===== config.mk =====
export PLATFORM = sky130hd
export DESIGN_NAME = display_scan_controller
export DESIGN_NICKNAME = d
export VERILOG_FILES = /design/src/rtl/display_pkg.sv /design/src/rtl/scan_timer.sv /design/src/rtl/display_scan_controller.sv
export SDC_FILE = /design/constraint.sdc
export NUM_CORES = 1
export LEC_CHECK = 0
export ABC_AREA = 0
export BUFFER_PORTS_ARGS = -buffer_cell sky130_fd_sc_hd__buf_2
export CAP_MARGIN = 20
export CORE_UTILIZATION = 30
export DETAILED_ROUTE_END_ITERATION = 6
export SKIP_CTS_REPAIR_TIMING = 1
export SLEW_MARGIN = 20
export SYNTH_ARGS = -nofsm -noshare
export SYNTH_HDL_FRONTEND = slang
export SYNTH_SLANG_ARGS = --single-unit

===== constraint.sdc =====
create_clock -name clk -period 4.7 [get_ports clk]
set_input_delay 0.235 -clock clk [delete_from_list [all_inputs] [get_ports clk]]
set_output_delay 0.235 -clock clk [all_outputs]
set_load 0.02 [all_outputs]

===== src/rtl/display_pkg.sv =====
// display_pkg: shared definitions for the display scan controller.
//   NUM_DIGITS  - number of multiplexed digits
//   ANODE_OFF   - all-anodes-off pattern (active-low anodes)
//   state_t     - scan phase: ST_BLANK (dead time) / ST_DRIVE (digit lit)
//   lz_mask()   - leading-zero blank vector for a 16-bit display word
package display_pkg;

    localparam int unsigned NUM_DIGITS = 4;
    localparam logic [3:0]  ANODE_OFF  = 4'b1111;

    typedef enum logic {
        ST_BLANK,
        ST_DRIVE
    } state_t;

    // Bit i set when lz is on, i != 0, and nibbles 3..i are all zero.
    // Digit 0 is never suppressed so a zero value still shows "0".
    function automatic logic [3:0] lz_mask(input logic [15:0] value, input logic lz);
        logic [3:0] m;
        logic       all_zero;
        int unsigned i;
        m        = '0;
        all_zero = 1'b1;
        for (int unsigned k = 0; k < NUM_DIGITS - 1; k++) begin
            i        = NUM_DIGITS - 1 - k;
            all_zero = all_zero && (value[4*i +: 4] == 4'h0);
            m[i]     = lz && all_zero;
        end
        return m;
    endfunction

endpackage


===== src/rtl/scan_timer.sv =====
// scan_timer: phase counter for the display scan.
//   clk, reset  - clock, asynchronous active-high reset
//   clear       - synchronous return to 0 (phase change or scan disabled)
//   last_count  - terminal value of the current phase (phase length - 1)
//   tc          - high while the count equals last_count
module scan_timer #(
    parameter int unsigned WIDTH = 1
) (
    input  logic             clk,
    input  logic             reset,
    input  logic             clear,
    input  logic [WIDTH-1:0] last_count,
    output logic             tc
);

    logic [WIDTH-1:0] count;

    always_ff @(posedge clk or posedge reset) begin
        if (reset)
            count <= '0;
        else if (clear)
            count <= '0;
        else
            count <= count + 1'b1;
    end

    assign tc = (count == last_count);

endmodule


===== src/rtl/display_scan_controller.sv =====
// display_scan_controller: time-multiplexes one seven-segment decoder across
// four digits with dead time between slots, per-digit and leading-zero blanking.
//   clk, reset   - clock, asynchronous active-high reset
//   enable       - scanning enable; low holds the display dark at digit 0
//   load         - strobe capturing value/blank_mask/lz_blank into pending
//   value        - four hex digits, value[3:0] is digit 0 (rightmost)
//   blank_mask   - bit i forces digit i dark
//   lz_blank     - suppress leading zeros
//   nib          - nibble to the decoder
//   an           - active-low anode select, bit i drives digit i
//   frame_done   - one-cycle pulse on the first cycle of digit 0's BLANK phase
module display_scan_controller
    import display_pkg::*;
#(
    parameter int unsigned REFRESH_DIV = 50000,
    parameter int unsigned DEAD_CYCLES = 500
) (
    input  logic        clk,
    input  logic        reset,
    input  logic        enable,
    input  logic        load,
    input  logic [15:0] value,
    input  logic [3:0]  blank_mask,
    input  logic        lz_blank,
    output logic [3:0]  nib,
    output logic [3:0]  an,
    output logic        frame_done
);

    localparam int unsigned MAX_LEN = (REFRESH_DIV > DEAD_CYCLES) ? REFRESH_DIV : DEAD_CYCLES;
    localparam int unsigned CNT_W   = (MAX_LEN > 1) ? $clog2(MAX_LEN) : 1;
    localparam logic [CNT_W-1:0] DRIVE_LAST = CNT_W'(REFRESH_DIV - 1);
    localparam logic [CNT_W-1:0] BLANK_LAST = CNT_W'(DEAD_CYCLES - 1);

    state_t      state, state_nxt;
    logic [1:0]  idx, idx_nxt;
    logic        phase_end;
    logic        frame_end;
    logic        transfer;

    logic [15:0] act_value, act_value_nxt;
    logic [3:0]  act_mask, act_mask_nxt;
    logic        act_lz, act_lz_nxt;
    logic [15:0] pend_value;
    logic [3:0]  pend_mask;
    logic        pend_lz;
    logic        pend_valid;

    logic [3:0]  digit_blank;
    logic [3:0]  an_nxt;
    logic [3:0]  nib_nxt;

    scan_timer #(
        .WIDTH (CNT_W)
    ) u_timer (
        .clk        (clk),
        .reset      (reset),
        .clear      (!enable || phase_end),
        .last_count ((state == ST_DRIVE) ? DRIVE_LAST : BLANK_LAST),
        .tc         (phase_end)
    );

    always_ff @(posedge clk or posedge reset) begin
        if (reset) begin
            state <= ST_BLANK;
            idx   <= '0;
        end else begin
            state <= state_nxt;
            idx   <= idx_nxt;
        end
    end

    // Outputs are registered from the next-state values so they line up
    // with the state they describe rather than lagging by a cycle.
    always_comb begin
        state_nxt = state;
        idx_nxt   = idx;
        frame_end = 1'b0;
        if (!enable) begin
            state_nxt = ST_BLANK;
            idx_nxt   = '0;
        end else if (phase_end) begin
            case (state)
                ST_BLANK: state_nxt = ST_DRIVE;
                ST_DRIVE: begin
                    state_nxt = ST_BLANK;
                    idx_nxt   = idx + 2'd1;
                    frame_end = (idx == 2'd3);
                end
                default:  state_nxt = ST_BLANK;
            endcase
        end

        transfer      = pend_valid && (!enable || frame_end);
        act_value_nxt = transfer ? pend_value : act_value;
        act_mask_nxt  = transfer ? pend_mask  : act_mask;
        act_lz_nxt    = transfer ? pend_lz    : act_lz;

        // The active word only changes on entry to BLANK or while disabled,
        // so the current copy is the right one for any DRIVE decision.
        digit_blank = act_mask | lz_mask(act_value, act_lz);

        an_nxt = ANODE_OFF;
        if (state_nxt == ST_DRIVE && !digit_blank[idx_nxt])
            an_nxt = ~(4'b0001 << idx_nxt);

        nib_nxt = nib;
        if (state_nxt == ST_BLANK && (state == ST_DRIVE || !enable))
            nib_nxt = act_value_nxt[{idx_nxt, 2'b00} +: 4];
    end

    always_ff @(posedge clk or posedge reset) begin
        if (reset) begin
            an         <= ANODE_OFF;
            nib        <= '0;
            frame_done <= 1'b0;
        end else begin
            an         <= an_nxt;
            nib        <= nib_nxt;
            frame_done <= frame_end;
        end
    end

    // A load on the transfer edge stays pending: transfer takes the old
    // pending contents and pend_valid is re-set by the new load.
    always_ff @(posedge clk or posedge reset) begin
        if (reset) begin
            pend_value <= '0;
            pend_mask  <= '1;
            pend_lz    <= 1'b0;
            pend_valid <= 1'b0;
        end else begin
            if (load) begin
                pend_value <= value;
                pend_mask  <= blank_mask;
                pend_lz    <= lz_blank;
                pend_valid <= 1'b1;
            end else if (transfer) begin
                pend_valid <= 1'b0;
            end
        end
    end

    always_ff @(posedge clk or posedge reset) begin
        if (reset) begin
            act_value <= '0;
            act_mask  <= '1;
            act_lz    <= 1'b0;
        end else begin
            act_value <= act_value_nxt;
            act_mask  <= act_mask_nxt;
            act_lz    <= act_lz_nxt;
        end
    end

endmodule


==> impl_metrics.toml, run 1 <==
[setup_path]
path_max_fanout = 12
r2r_end = "nib[1]"
crit_cells = 7
path_delay_family = "simple AND/OR/NAND/NOR gates"
startpoint = "u_timer.count[0]"
slowest_stage = "or4_4"
r2r_cells = 7
end_kind = "register"
cp.arrival_ns = 3.05
critPathLaunchType = "register"
rrSetupSlack_ns = 1.87
r2r-start = "u_timer.count[0]"
crit_buf_inv = 0
endpoint = "nib[1]"
required_ns = 4.91
path_class = "register to register"
cp_cell_sequence = "ha_1, or4b_4, or4_4, nor2_1, o2111ai_1, a32oi_1, nand2_1"
critPathMaxStageDelay_ns = 0.53

[global_routing]
antenna_found_initial = 0
overflow = 0
track_usage = 0.134
grt_pass1_vias = 2598
grt_first_pass_wirelength_um = 13100
grt_max_degree = 72

[clock_network]
cts_buffers = 9
clk_latency_ns = 0.33
cts_buffer_depth = 2
h-tree-depth = 3
path_clk_slew_ns = 0.06
cts.sinks = 71
tritoncts = "done"
cts_root_buf = "clkbuf_16"

[routing]
ant_nets = 0
routed_wl_um = 7710
via_per_inst = 5.17
drc = 5
via_count = 2527
first_pass_iters = 6
wl_per_cell_um = 15.8
initialDrtViolationCount = 146

[placed_design]
dp_slack_ns = 1.92
gp_congestion = 0.856
place_area_um2 = 3880
place_hpwl_um = 5450
portBuffers = 33

[worst_hold_path]
hold_class = "input pin to register"

[timing]
worst_slack_ns = 1.87
clock_skew_ns = 0.00742
slew_headroom = 0.418
min_period_over_period = 0.603
maxSlewViolCount = 0
worstMarginPinSlew_ns = 0.872
fin_setup_tns_ns = 0
period_minus_slack_ns = 2.83
finalSetupViolCount = 0
fmax_mhz = 353
rsz0062_at_grt = "false"
hold_viol = 0

[cells_and_area]
fill_cells = 1138
nets = 368
layout_commonest_cell = "dfrtp_1"
syn_to_final_growth_pct = 16.9
design_area_um2 = 4210
seqCellArea_um2 = 1790
final_cell_mix = "dfrtp_1, mux2_2, buf_2"
multi_input_area_um2 = 1710
num_antenna_cells = 0
drive_gt1_frac = 0.355

[synthesis]
yosysSeqAreaShare = 0.498
synth_edf_count = 0
synth_cell_types = 50
ys_ff_latch = 71
yosysWarnings = 0
synthArstFlopShare = 1.00
synth_area_per_cell_um2 = 11.6
synthTopCellsByArea = "dfrtp_1, mux2_2, dfstp_2"
synth_area_leader_cell = "dfrtp_1"
synthesis.nets = 337
synth_cells = 310
synth_top_flop_cell = "dfrtp_1"
yosysTopAreaCellShare = 0.410
netlist_area_um2 = 3600

[pwr]
vdd_ir_drop_max_v = 0.000195
combPwrFrac = 0.124
pwr-share-seq = 0.441
p_per_area_nw_per_um2 = 399
switching_share = 0.238
power.share.clock = 0.435
p_leak_uw = 0.00178
power.internal_uw = 1280
p_sw_uw = 399

[floorplan]
die_y_um = 112
io_pins = 34
initial_utilization = 0.311
dieArea_um2 = 12400
die_w_um = 112
rows = 39
core-area_um2 = 11600

[flow_run]
maxCapViolations = 0

[run_status]
status = "finished with violations"
failed_checks = "design-rule violations"
## how the worst min path moves through the flow
| stage | endpoint | cells past startpoint | startpoint | slack, ns |
|---|---|---|---|---|
| 6_report | pend_value[10] | 2 | value[10] | 0.13 |
| 3_5_place_dp | u_timer.count[0] | 1 | u_timer.count[0] | 0.45 |
| 3_3_place_gp | u_timer.count[0] | 1 | u_timer.count[0] | 0.44 |
| 5_1_grt | pend_value[7] | 2 | value[7] | 0.12 |
| 2_1_floorplan | pend_value[14] | 1 | value[14] | 0.39 |
| 4_1_cts | pend_value[7] | 2 | value[7] | 0.12 |
## state kept, by name, summed over array words and instances, names as in the netlist
signal and cells:
act_lz 1, act_mask 4, act_value 16, an 4, frame_done 1, idx 2, nib 4, pend_lz 1
pend_mask 4, pend_valid 1, pend_value 16, state 1, u_timer.count 16
## cell families after synthesis
family	share of synthesized area
XOR/XNOR	0.0316
AO/OA/AOI/OAI	0.101
flip-flops	0.498
multiplexers	0.185
adder cells (fa/ha/maj)	0.00695
buffers and inverters	0.0264
AND/OR/NAND/NOR	0.152
## power by group through the flow
stage               Clock (µW)  Sequential (µW)  Combinational (µW)
floorplan                    0              739                 155
global placement             0              748                 207
detailed placement           0              751                 208
CTS                        748              741                 210
global route               775              750                 227
finish                     731              741                 208
## worst reg2reg max path, delay by kind of cell (launching register included)
| family | cells | cell delay (ns) |
|---|---|---|
| AO/OA/AOI/OAI | 2 | 0.43 |
| adder cells (fa/ha/maj) | 1 | 0.28 |
| flip-flops | 1 | 0.36 |
| AND/OR/NAND/NOR | 4 | 1.65 |
## layer usage
layer	GRT usage	routed length, µm	vias up
met2	0.201	3450	61
met1	0.181	3770	1245
met5	0	0	-
met3	0.0392	381	9
li1	-	-	1212
met4	0.0559	102	0
## per-stage QoR
stage / hold WS [ns] / instances / utilization / power, µW
3_3_place_gp: 0.436 / 473 / 0.336 / 954
5_1_grt: 0.125 / 489 / 0.364 / 1750
6_report: 0.131 / 489 / 0.364 / 1680
3_5_place_dp: 0.453 / 473 / 0.336 / 959
2_1_floorplan: 0.387 / 310 / - / 893
4_1_cts: 0.124 / 489 / 0.364 / 1700
## cell type report
class	count	area share
inverter	7	0.00625
tap	143	0.0425
clock inverter	5	0.0193
clock buffer	11	0.0577
timing repair buffer	34	0.0411
multi-input combinational	218	0.407
sequential	71	0.426
## cell usage after synthesis, types with 2 or more instances
cell and number:
dfrtp_1 59, mux2_2 33, nor2_1 21, nand2_1 20
mux2_4 18, dfstp_2 12, nand3_1 12, xor2_1 11
clkbuf_1 9, nand4_1 9, o21ai_0 9, a21oi_1 8
and3_1 7, inv_1 7, o211ai_1 7, or3_1 7
nor4_1 5, a21boi_0 4, nor2b_1 4, a221oi_1 3
o221ai_1 3, o32a_1 3, a21o_1 2, and4_1 2
buf_1 2, buf_6 2, ha_1 2, nand2b_1 2
o21ai_1 2, o311ai_0 2, or2_2 2, or4b_4 2
xnor2_1 2
Power figures use the tool's default switching activity.
==> inputs of run 2 (changes only) <==
Settings changed: ABC_AREA 0 to 1.
Clock period 4.7 ns to 2.85 ns, I/O delays scaled along.
==> run 2 against run 1 <==
The run still ends with design-rule violations left. Flip-flop and latch count is the same. Final cell count increased by 30%. Sequential share of layout area grew 0.33 points. Sequential power rose by 55%. Worst setup slack worse by 1.3 ns. Utilization decreased by 0.13 points. Combinational power increased by 17%. First-iteration DRC count is 21% lower. Largest cell class unchanged. Highest routed layer unchanged.
==> impl_metrics.toml, run 2 <==
[run_status]
status = "finished with violations"
failed_checks = "design-rule violations"

[global_routing]
track_usage = 0.135
grtUsageMet1 = 0.172
grt_max_degree = 42
grt_first_pass_wirelength_um = 13200
overflow = 0
grt_pass1_vias = 2830
busiest_layer = "met2"
grtUsageMet2 = 0.213
antenna_found_initial = 0
gr-usage-met3 = 0.0470

[setup_path]
r2r_end = "nib[2]"
rrSetupSlack_ns = 0.52
cp.arrival_ns = 2.57
path_class = "register to register"
r2r_cells = 15
critPathLaunchType = "register"
required_ns = 3.09
end_kind = "register"
r2r-start = "state"
path_max_fanout = 26

[routing]
initialDrtViolationCount = 115
via_count = 2900
wl_per_cell_um = 12.1
via_per_inst = 4.55
first_pass_iters = 6
drc = 4
routed_wl_um = 7680
ant_nets = 0

[floorplan]
initial_utilization = 0.310
dieArea_um2 = 12400
die_w_um = 111
rows = 39
die_y_um = 111
core-area_um2 = 11500
io_pins = 34

[timing]
min_period_over_period = 0.818
fin_setup_tns_ns = 0
clock_skew_ns = 0.0136
fmax_mhz = 429
hold_viol = 0
worstMarginPinSlew_ns = 0.687
slew_headroom = 0.541
rsz0062_at_grt = "false"
finalSetupViolCount = 0
maxSlewViolCount = 0
period_minus_slack_ns = 2.33

[cells_and_area]
largestRegisters = "act_value (16), pend_value (16), u_timer.count (16)"
syn_to_final_growth_pct = 16.7
num_antenna_cells = 0
layoutNonFillerInstCount = 637
final_cell_mix = "nand2_1, inv_1, dfrtp_1"
nets = 516
layout_commonest_cell = "nand2_1"
drive_gt1_frac = 0.178

[worst_hold_path]
hold_class = "input pin to register"
whs_path_depth = 3
hold_end = "pend_value[3]"
min-delay-start = "value[3]"

[synthesis]
yosysTopAreaCellShare = 0.413
yosysWarnings = 0
synth_edf_count = 0
synth_area_per_cell_um2 = 7.84
synthTopCellsByArea = "dfrtp_1, nand2_1, dfstp_2"
synthArstFlopShare = 1.00
yosysSeqAreaShare = 0.501
synth_cell_types = 37
synthTopCellsByCount = "nand2_1, inv_1, dfrtp_1"
synth_area_leader_cell = "dfrtp_1"
synth_top_flop_cell = "dfrtp_1"
synthesis.nets = 483
synth_cells = 456
yosysMostFrequentCell = "nand2_1"
ys_ff_latch = 71
netlist_area_um2 = 3570

[placed_design]
portBuffers = 33
gp_congestion = 0.852
place_hpwl_um = 5650
dp.cells = 620

[clock_network]
tritoncts = "done"
cts_buffers = 9
cts.sinks = 71
cts_root_buf = "clkbuf_16"
clk_latency_ns = 0.34
path_clk_slew_ns = 0.07
h-tree-depth = 3
cts_buffer_depth = 2

[pwr]
p_per_area_nw_per_um2 = 609
vdd_ir_drop_max_v = 0.000514
p_leak_uw = 0.00211

[flow_run]
maxCapViolations = 0
-- run 2: cell count changes in the layout (fill, tap and decap cells not counted), moves of 10 or more --
cell     before  now
inv_1         6   60
mux2_2       33    0
nand3_1      12   28
nand2_1      20  160
xor2_1       11    1
nor2_1       21   40
o21ai_0       9   21
mux2_4       18    0
-- run 2: report_power, final --
part           internal (µW)  switching, µW  leakage (µW)  total [µW]
sequential              1100           46.0      0.000871        1150
combinational           82.8            162       0.00108         244
clock                    688            459      0.000151        1150
-- run 2: critical path, stage by stage, from the launching register on --
cell and delay [ns]:
dfrtp_1 0.73, inv_4 0.12, nor2_1 0.13, nand2_1 0.10, nand2_4 0.11, nand4_4 0.10, nand2_4 0.20, nand2_4 0.20
nand2_1 0.13, nand2_1 0.08, nand2_1 0.07, nand2_1 0.06, inv_2 0.04, nand2_1 0.04, nand2_1 0.06, nand2_1 0.05
-- run 2: final cells by class --
cell class,count,area [µm²]
Inverter,69,262
Tap cell,143,179
Clock buffer,9,225
Clock inverter,7,78.8
Multi-Input combinational cell,303,1440
Sequential cell,71,1790
Timing Repair Buffer,35,195
Fill cell,1226,7340
-- run 2: worst max-delay path by stage --
| stage | from | to | slack [ns] | cells after the start |
|---|---|---|---|---|
| 2_1_floorplan | reset | act_lz | 0.93 | 1 |
| 3_3_place_gp | state | nib[3] | 0.64 | 15 |
| 3_5_place_dp | state | nib[2] | 0.53 | 15 |
| 4_1_cts | state | nib[2] | 0.52 | 15 |
| 5_1_grt | state | nib[2] | 0.29 | 15 |
| 6_report | state | nib[2] | 0.52 | 15 |
-- run 2: cells by family after synthesis --
group                    share of synthesized area
buffers and inverters                       0.0956
AO/OA/AOI/OAI                               0.0504
AND/OR/NAND/NOR                              0.336
flip-flops                                   0.501
XOR/XNOR                                   0.00980
adder cells (fa/ha/maj)                    0.00700
-- run 2: per-stage QoR --
| step | setup WS [ns] | instance area [µm²] | hold WS [ns] | total power, µW | utilization |
|---|---|---|---|---|---|
| after floorplan | 0.931 | 3570 | 0.248 | 1330 | - |
| final | 0.519 | 4170 | 0.00533 | 2540 | 0.362 |
| after CTS | 0.523 | 4160 | -0.0748 | 2570 | 0.361 |
| after global placement | 0.644 | 3860 | 0.284 | 1400 | 0.335 |
| after global routing | 0.285 | 4170 | 0.00922 | 2670 | 0.362 |
| after detailed placement | 0.535 | 3860 | 0.284 | 1410 | 0.335 |
-- run 2: per-layer routing --
metal	routed length, µm	vias to the layer above
met5	0	-
met4	66	0
met3	367	10
met2	3590	68
met1	3650	1342
li1	-	1480
